**config.mk**
```make
export PLATFORM = sky130hd
export DESIGN_NAME = uart_boot_loader
export DESIGN_NICKNAME = d
export VERILOG_FILES = /design/src/rtl/uart_boot_loader.sv
export SDC_FILE = /design/constraint.sdc
export NUM_CORES = 1
export LEC_CHECK = 0
export CAP_MARGIN = 20
export CORE_ASPECT_RATIO = 1.1
export CORE_MARGIN = 4
export CORE_UTILIZATION = 64
export DETAILED_ROUTE_END_ITERATION = 10
export GPL_TIMING_DRIVEN = 0
export PLACE_DENSITY = 0.85
export SYNTH_ARGS = -nofsm -noshare
export SYNTH_HDL_FRONTEND = slang
export SYNTH_SLANG_ARGS = --single-unit
```
**constraint.sdc**
```tcl
create_clock -name sys_clk -period 7.2 [get_ports sys_clk]
set_clock_uncertainty 0.05 [all_clocks]
set_input_delay 1.08 -clock sys_clk [delete_from_list [all_inputs] [get_ports sys_clk]]
set_output_delay 1.08 -clock sys_clk [all_outputs]
set_load 0.02 [all_outputs]
```
**src/rtl/uart_boot_loader.sv**
```systemverilog
// UART 8N1 boot loader: receives a framed, length-prefixed, XOR-checked image and
// writes it word by word over a pipelined Wishbone master while holding the CPU in reset.
module uart_boot_loader #(
  parameter int                CLK_DIV   = 434,
  parameter int                WORD_W    = 32,
  parameter int                ADDR_W    = 32,
  parameter logic [ADDR_W-1:0] BASE_ADDR = '0,
  parameter int                MAX_WORDS = 1024
) (
  input  logic                  sys_clk,
  input  logic                  sys_rst,
  input  logic                  uart_rx,
  output logic                  uart_tx,
  output logic                  wb_cyc_o,
  output logic                  wb_stb_o,
  output logic                  wb_we_o,
  output logic [WORD_W/8-1:0]   wb_sel_o,
  output logic [ADDR_W-1:0]     wb_adr_o,
  output logic [WORD_W-1:0]     wb_dat_o,
  input  logic                  wb_ack_i,
  input  logic                  wb_stall_i,
  output logic                  cpu_hold,
  output logic                  done,
  output logic                  err
);
  localparam int BPW = WORD_W / 8;
  localparam int CW  = $clog2(CLK_DIV + 1);
  localparam int BW  = (BPW > 1) ? $clog2(BPW) : 1;
  localparam logic [CW-1:0]     DIV_LAST  = CW'(CLK_DIV - 1);
  localparam logic [CW-1:0]     DIV_HALF  = CW'(CLK_DIV / 2 - 1);
  localparam logic [BW-1:0]     BCNT_LAST = BW'(BPW - 1);
  localparam logic [16:0]       MAXW      = 17'(MAX_WORDS);
  localparam logic [ADDR_W-1:0] BPW_A     = ADDR_W'(BPW);
  localparam logic [7:0] SOF = 8'hA5, ACK = 8'h06, NAK = 8'h15;

  // ---------------- receiver ----------------
  typedef enum logic [1:0] {RX_IDLE, RX_START, RX_DATA, RX_STOP} rx_state_t;
  rx_state_t   rx_st;
  logic        rx_m, rx_s, rx_d;
  logic [CW-1:0] rx_cnt;
  logic [2:0]  rx_bit;
  logic [7:0]  rx_sh, rx_byte;
  logic        rx_valid, rx_ferr;

  always_ff @(posedge sys_clk or negedge sys_rst) begin
    if (!sys_rst) begin
      rx_m <= 1'b1; rx_s <= 1'b1; rx_d <= 1'b1;
      rx_st <= RX_IDLE; rx_cnt <= '0; rx_bit <= '0;
      rx_sh <= '0; rx_byte <= '0; rx_valid <= 1'b0; rx_ferr <= 1'b0;
    end else begin
      rx_m <= uart_rx; rx_s <= rx_m; rx_d <= rx_s;
      rx_valid <= 1'b0;
      rx_ferr  <= 1'b0;
      unique case (rx_st)
        RX_IDLE:
          if (rx_d && !rx_s) begin rx_st <= RX_START; rx_cnt <= '0; end
        RX_START:
          // a start bit that is high again at mid-point was a glitch
          if (rx_cnt == DIV_HALF) begin
            rx_cnt <= '0; rx_bit <= '0;
            rx_st  <= rx_s ? RX_IDLE : RX_DATA;
          end else rx_cnt <= rx_cnt + CW'(1);
        RX_DATA:
          if (rx_cnt == DIV_LAST) begin
            rx_cnt <= '0;
            rx_sh  <= {rx_s, rx_sh[7:1]};
            rx_bit <= rx_bit + 3'd1;
            if (rx_bit == 3'd7) rx_st <= RX_STOP;
          end else rx_cnt <= rx_cnt + CW'(1);
        RX_STOP:
          if (rx_cnt == DIV_LAST) begin
            rx_st <= RX_IDLE;
            if (rx_s) begin rx_valid <= 1'b1; rx_byte <= rx_sh; end
            else rx_ferr <= 1'b1;
          end else rx_cnt <= rx_cnt + CW'(1);
        default: rx_st <= RX_IDLE;
      endcase
    end
  end

  // ---------------- transmitter ----------------
  logic          tx_start, tx_busy, tx_done;
  logic [7:0]    tx_data;
  logic [8:0]    tx_sh;
  logic [3:0]    tx_bit;
  logic [CW-1:0] tx_cnt;

  always_ff @(posedge sys_clk or negedge sys_rst) begin
    if (!sys_rst) begin
      uart_tx <= 1'b1; tx_busy <= 1'b0; tx_done <= 1'b0;
      tx_sh <= '1; tx_bit <= '0; tx_cnt <= '0;
    end else begin
      tx_done <= 1'b0;
      if (!tx_busy) begin
        if (tx_start) begin
          tx_busy <= 1'b1; uart_tx <= 1'b0;
          tx_sh <= {1'b1, tx_data}; tx_bit <= '0; tx_cnt <= '0;
        end
      end else if (tx_cnt == DIV_LAST) begin
        tx_cnt <= '0;
        if (tx_bit == 4'd9) begin
          tx_busy <= 1'b0; tx_done <= 1'b1;
        end else begin
          uart_tx <= tx_sh[0];
          tx_sh   <= {1'b1, tx_sh[8:1]};
          tx_bit  <= tx_bit + 4'd1;
        end
      end else tx_cnt <= tx_cnt + CW'(1);
    end
  end

  // ---------------- loader FSM + bus master ----------------
  typedef enum logic [3:0] {IDLE, LEN_LO, LEN_HI, DATA, CSUM, DRAIN, RESP, DONE, ERR} state_t;
  state_t            state;
  logic [7:0]        n_lo, xsum;
  logic [15:0]       n_words, wcnt;
  logic [BW-1:0]     bcnt;
  logic [WORD_W-1:0] buf_w, word_next;
  logic              buf_full, ck_bad, err_tx, err_ph;
  logic [ADDR_W-1:0] idx;
  logic              ack_now;

  assign ack_now = wb_cyc_o && wb_ack_i;

  // little-endian assembly: each byte enters at the top and earlier bytes move down
  if (WORD_W > 8) begin : g_asm
    logic [WORD_W-9:0] asm_r;
    always_ff @(posedge sys_clk or negedge sys_rst)
      if (!sys_rst) asm_r <= '0;
      else if (state == DATA && rx_valid) asm_r <= word_next[WORD_W-1:8];
    assign word_next = {rx_byte, asm_r};
  end else begin : g_byte
    assign word_next = rx_byte;
  end

  always_ff @(posedge sys_clk or negedge sys_rst) begin
    if (!sys_rst) begin
      state <= IDLE;
      wb_cyc_o <= 1'b0; wb_stb_o <= 1'b0; wb_we_o <= 1'b0;
      wb_sel_o <= '0; wb_adr_o <= '0; wb_dat_o <= '0;
      cpu_hold <= 1'b1; done <= 1'b0; err <= 1'b0;
      n_lo <= '0; xsum <= '0; n_words <= '0; wcnt <= '0; bcnt <= '0;
      buf_w <= '0; buf_full <= 1'b0; ck_bad <= 1'b0;
      err_tx <= 1'b0; err_ph <= 1'b0; idx <= '0;
      tx_start <= 1'b0; tx_data <= '0;
    end else begin
      tx_start <= 1'b0;

      if (wb_cyc_o) begin
        if (wb_stb_o && !wb_stall_i) wb_stb_o <= 1'b0;
        if (wb_ack_i) begin
          wb_cyc_o <= 1'b0; wb_stb_o <= 1'b0; wb_we_o <= 1'b0; wb_sel_o <= '0;
          buf_full <= 1'b0;
          idx      <= idx + ADDR_W'(1);
        end
      end else if (buf_full && state != ERR) begin
        wb_cyc_o <= 1'b1; wb_stb_o <= 1'b1; wb_we_o <= 1'b1; wb_sel_o <= '1;
        wb_adr_o <= BASE_ADDR + idx * BPW_A;
        wb_dat_o <= buf_w;
      end

      if (rx_ferr && !(state inside {IDLE, DONE, ERR})) begin
        state <= ERR; err_tx <= 1'b1; err_ph <= 1'b0;
      end else begin
        unique case (state)
          IDLE:
            if (rx_valid && rx_byte == SOF) begin
              state <= LEN_LO; err <= 1'b0;
              idx <= '0; xsum <= '0; wcnt <= '0; bcnt <= '0;
            end
          LEN_LO:
            if (rx_valid) begin n_lo <= rx_byte; state <= LEN_HI; end
          LEN_HI:
            if (rx_valid) begin
              n_words <= {rx_byte, n_lo};
              if ({1'b0, rx_byte, n_lo} > MAXW) begin
                state <= ERR; err_tx <= 1'b1; err_ph <= 1'b0;
              end else if ({rx_byte, n_lo} == 16'd0) state <= CSUM;
              else state <= DATA;
            end
          DATA:
            if (rx_valid) begin
              xsum <= xsum ^ rx_byte;
              if (bcnt == BCNT_LAST) begin
                bcnt <= '0;
                // overrun: new word while the previous one still occupies the buffer
                if (buf_full && !ack_now) begin
                  state <= ERR; err_tx <= 1'b1; err_ph <= 1'b0;
                end else begin
                  buf_w <= word_next; buf_full <= 1'b1;
                  wcnt  <= wcnt + 16'd1;
                  if (wcnt == n_words - 16'd1) state <= CSUM;
                end
              end else bcnt <= bcnt + BW'(1);
            end
          CSUM:
            if (rx_valid) begin ck_bad <= (rx_byte != xsum); state <= DRAIN; end
          DRAIN:
            if (!buf_full && !wb_cyc_o) begin
              tx_data <= ck_bad ? NAK : ACK; tx_start <= 1'b1; state <= RESP;
            end
          RESP:
            if (tx_done) begin
              if (!ck_bad) begin state <= DONE; done <= 1'b1; cpu_hold <= 1'b0; end
              else begin state <= ERR; err_tx <= 1'b0; err_ph <= 1'b0; end
            end
          DONE: ;
          ERR: begin
            err <= 1'b1; cpu_hold <= 1'b1; done <= 1'b0;
            // the in-flight write completes; anything still buffered is dropped
            if (!wb_cyc_o) begin
              buf_full <= 1'b0;
              if (!err_tx) state <= IDLE;
              else if (!err_ph) begin
                if (!tx_busy && !tx_start) begin
                  tx_data <= NAK; tx_start <= 1'b1; err_ph <= 1'b1;
                end
              end else if (tx_done) state <= IDLE;
            end
          end
          default: state <= IDLE;
        endcase
      end
    end
  end
endmodule

```
==> results.py <==
metrics = {
    "critical_path": {
        "critPathSlowestCell": "nor3_1",
        "max_stage_delay_ns": 0.47,
        "cp-start-kind": "register",
        "crit_path_end_kind": "register",
        "path_cells": "clkbuf_1 -> nor3_1 -> and4_1 -> clkbuf_1 -> o21ai_1 -> o21bai_1 -> nor2_2 -> buf_2 -> mux2_2",
        "cp.arrival_ns": 4.00,
        "critPathKind": "reg2reg",
        "critical_path.max_fanout": 10,
        "cp_top_family": "simple AND/OR/NAND/NOR gates",
        "crit_top_cell": "clkbuf_1",
        "worstPathRequired_ns": 7.60,
        "crit_buf_inv": 3,
    },
    "power": {
        "power.total_w": 0.003580,
        "power_density_nw_per_um2": 241.1,
        "p_leak_nw": 7.000,
        "ir_drop_uv": 370.2,
    },
    "synthesis": {
        "ys_warn_count": 0,
        "synth_flop_cell": "dfrtp_1",
        "synthCells": 1151,
        "synth_edf_count": 0,
        "async_flop_share": 1.000,
        "ys_seq_elements": 275,
        "avgSynthCellArea_um2": 11.00,
        "synth_most_common_cell": "dfrtp_1",
        "yosysTopAreaCell": "dfrtp_1",
        "synth_common_cells": "dfrtp_1, mux2_2, nand2_1",
        "synth_cell_types": 75,
        "synth_area_um2": 12660,
        "synthTopCellsByArea": "dfrtp_1, mux2_2, o21ai_0",
        "yosysSeqAreaShare": 0.5448,
        "synth.top_cell.area_share": 0.5178,
    },
    "cells_and_area": {
        "antenna_cells": 0,
        "nNetsFinal": 1280,
        "area_delta_synth_final_pct": 17.30,
        "drive_above_1_share": 0.1953,
    },
    "floorplan": {
        "die_w_um": 142.1,
        "die_h_um": 155.5,
        "coreArea_um2": 19300,
        "die-area_um2": 22100,
        "initial_utilization": 0.6561,
        "fp-row-count": 53,
        "io-pin-count": 80,
    },
    "sta": {
        "slew_headroom": 0.4897,
        "finalCritPeriodShare": 0.5008,
        "holdWs_ns": 0.3182,
        "setup_violations": 0,
        "drv_slew": 0,
        "worstMarginPinSlew_ns": 0.7548,
        "period_minus_slack_ns": 3.606,
        "max_freq_mhz": 277.3,
        "rsz0062_at_grt": "false",
        "hold_viol": 0,
        "fin_ws_ns": 3.594,
    },
    "place": {
        "port_buffers": 77,
        "gp_congestion": 0.9415,
        "post-place-ws_ns": 3.529,
        "dp_hpwl_um": 18840,
    },
    "cts": {
        "postCtsSetupBuffers": 0,
        "cts-root-buf": "clkbuf_16",
        "cts_made_buffers": 29,
        "cts_hold_buf": 0,
        "htree_levels": 1,
        "clockBufferDepth": 3,
        "cts_resized": 0,
        "clock_sinks": 275,
        "insertion_delay_ns": 0.56,
        "tritoncts": "done",
        "clk_pin_slew_ns": 0.06,
    },
    "route": {
        "vias": 9242,
        "firstDrtPassIters": 5,
        "drc_errors": 0,
        "drt-total-wl_um": 28840,
        "post_drt_wl_per_cell_um": 18.83,
        "drtAntennaViolNets": 0,
        "first_iter_violations": 726,
        "vias_per_cell": 6.033,
    },
    "grt": {
        "grt_overflow": 0,
        "antenna_found_initial": 0,
        "grt_pass1_vias": 9395,
        "grt_use_total": 0.2654,
        "grt_pass1_wl_um": 48120,
        "grt_max_degree": 132,
    },
    "hold_path": {
        "hp-class": "reg2reg",
    },
    "run_status": {
        "status": "complete, no violations",
    },
    "run": {
        "drv_cap": 0,
    },
}
-- registers in the layout (all words and copies together) (netlist names), 4 cells and up, named ones only --
register and count:
rx_byte 8, n_words 16, tx_bit 4, wb_adr_o 30
rx_sh 8, n_lo 8, rx_cnt 9, g_asm.asm_r 24
buf_w 32, tx_sh 8, wcnt 16, idx 30
state 4, wb_dat_o 32, xsum 8, tx_cnt 9
-- layout by cell type, fill, tap and decap left out, drive strengths merged, types with 7 or more instances in the layout --
cell type | Yosys | routed
nor4 | 11 | 11
xor2 | 30 | 30
or3 | 16 | 16
nor2 | 87 | 87
o21ai | 96 | 96
mux2 | 148 | 148
dfrtp | 262 | 262
and3 | 22 | 22
a21oi | 31 | 31
and2 | 9 | 9
buf | 17 | 20
clkinv | 1 | 11
clkbuf | 48 | 81
clkdlybuf4s50 | 0 | 76
or2 | 8 | 8
nor2b | 7 | 7
dfstp | 13 | 13
xnor2 | 20 | 20
a21o | 9 | 9
ha | 13 | 13
inv | 27 | 29
nand2b | 9 | 9
nand2 | 103 | 103
nor3 | 22 | 22
nand4 | 21 | 21
a31oi | 9 | 9
nand3 | 31 | 31
-- final timing paths --
kind	start	end	slack, ns	depth (start not counted)
max in group asynchronous	sys_rst	buf_w[12]$_DFFE_PN0P_	5.81	2
hold / removal	rx_m$_DFF_PN1_	rx_s$_DFF_PN1_	0.32	0
min in group asynchronous	sys_rst	n_words[11]$_DFFE_PN0P_	0.38	1
setup reg to reg	rx_byte[3]$_DFFE_PN0P_	buf_w[21]$_DFFE_PN0P_	3.59	9
setup / recovery	rx_byte[3]$_DFFE_PN0P_	buf_w[21]$_DFFE_PN0P_	3.59	9
hold reg to reg	rx_m$_DFF_PN1_	rx_s$_DFF_PN1_	0.32	0
-- stage by stage --
step / TNS [ns] / cell area [um^2] / utilization / instances
final: 0 / 14850 / 0.7696 / 1532
after global routing: 0 / 14850 / 0.7696 / 1532
after CTS: 0 / 14850 / 0.7696 / 1532
after detailed placement: 0 / 13800 / 0.7154 / 1478
after global placement: -1716.19 / 13740 / 0.7122 / 1476
after floorplan: 0 / 12660 / - / 1152
-- cells by family after synthesis --
family / synth area share
and+or+nand+nor: 0.1520
DFF: 0.5448
AOI/OAI and AO/OA: 0.09102
muxes: 0.1332
buffers and inverters: 0.03123
xor gates and xnor gates: 0.03459
adders and majority gates: 0.01285
other: 0.0002962
-- area by class of cell --
| cell class | instances | area, um^2 |
|---|---|---|
| clock inverter | 21 | 296.5 |
| multi-input combinational | 784 | 5371 |
| clock buffer | 33 | 750.7 |
| tap | 247 | 309.0 |
| fill | 1186 | 4446 |
| timing repair buffer | 79 | 830.8 |
| inverter | 28 | 105.1 |
| buffer | 65 | 290.3 |
| sequential | 275 | 6898 |
-- layer usage --
| layer | up-vias | share of wire | routed length, um | track usage |
|---|---|---|---|---|
| li1 | 4287 | - | - | - |
| met1 | 4580 | 0.41 | 11750 | 0.3539 |
| met2 | 288 | 0.50 | 14540 | 0.4488 |
| met3 | 87 | 0.048 | 1375 | 0.03412 |
| met4 | 0 | 0.041 | 1172 | 0.09872 |
| met5 | - | 0 | 0 | 0 |
-- report_power, final --
| part | internal [W] | switching, W | total (W) | leakage [nW] |
|---|---|---|---|---|
| Clock | 0.000976 | 0.000644 | 0.00162 | 0.508 |
| Sequential | 0.00160 | 0.0000547 | 0.00165 | 3.75 |
| Combinational | 0.000140 | 0.000168 | 0.000308 | 2.74 |
(Power assumes the default switching activity.)
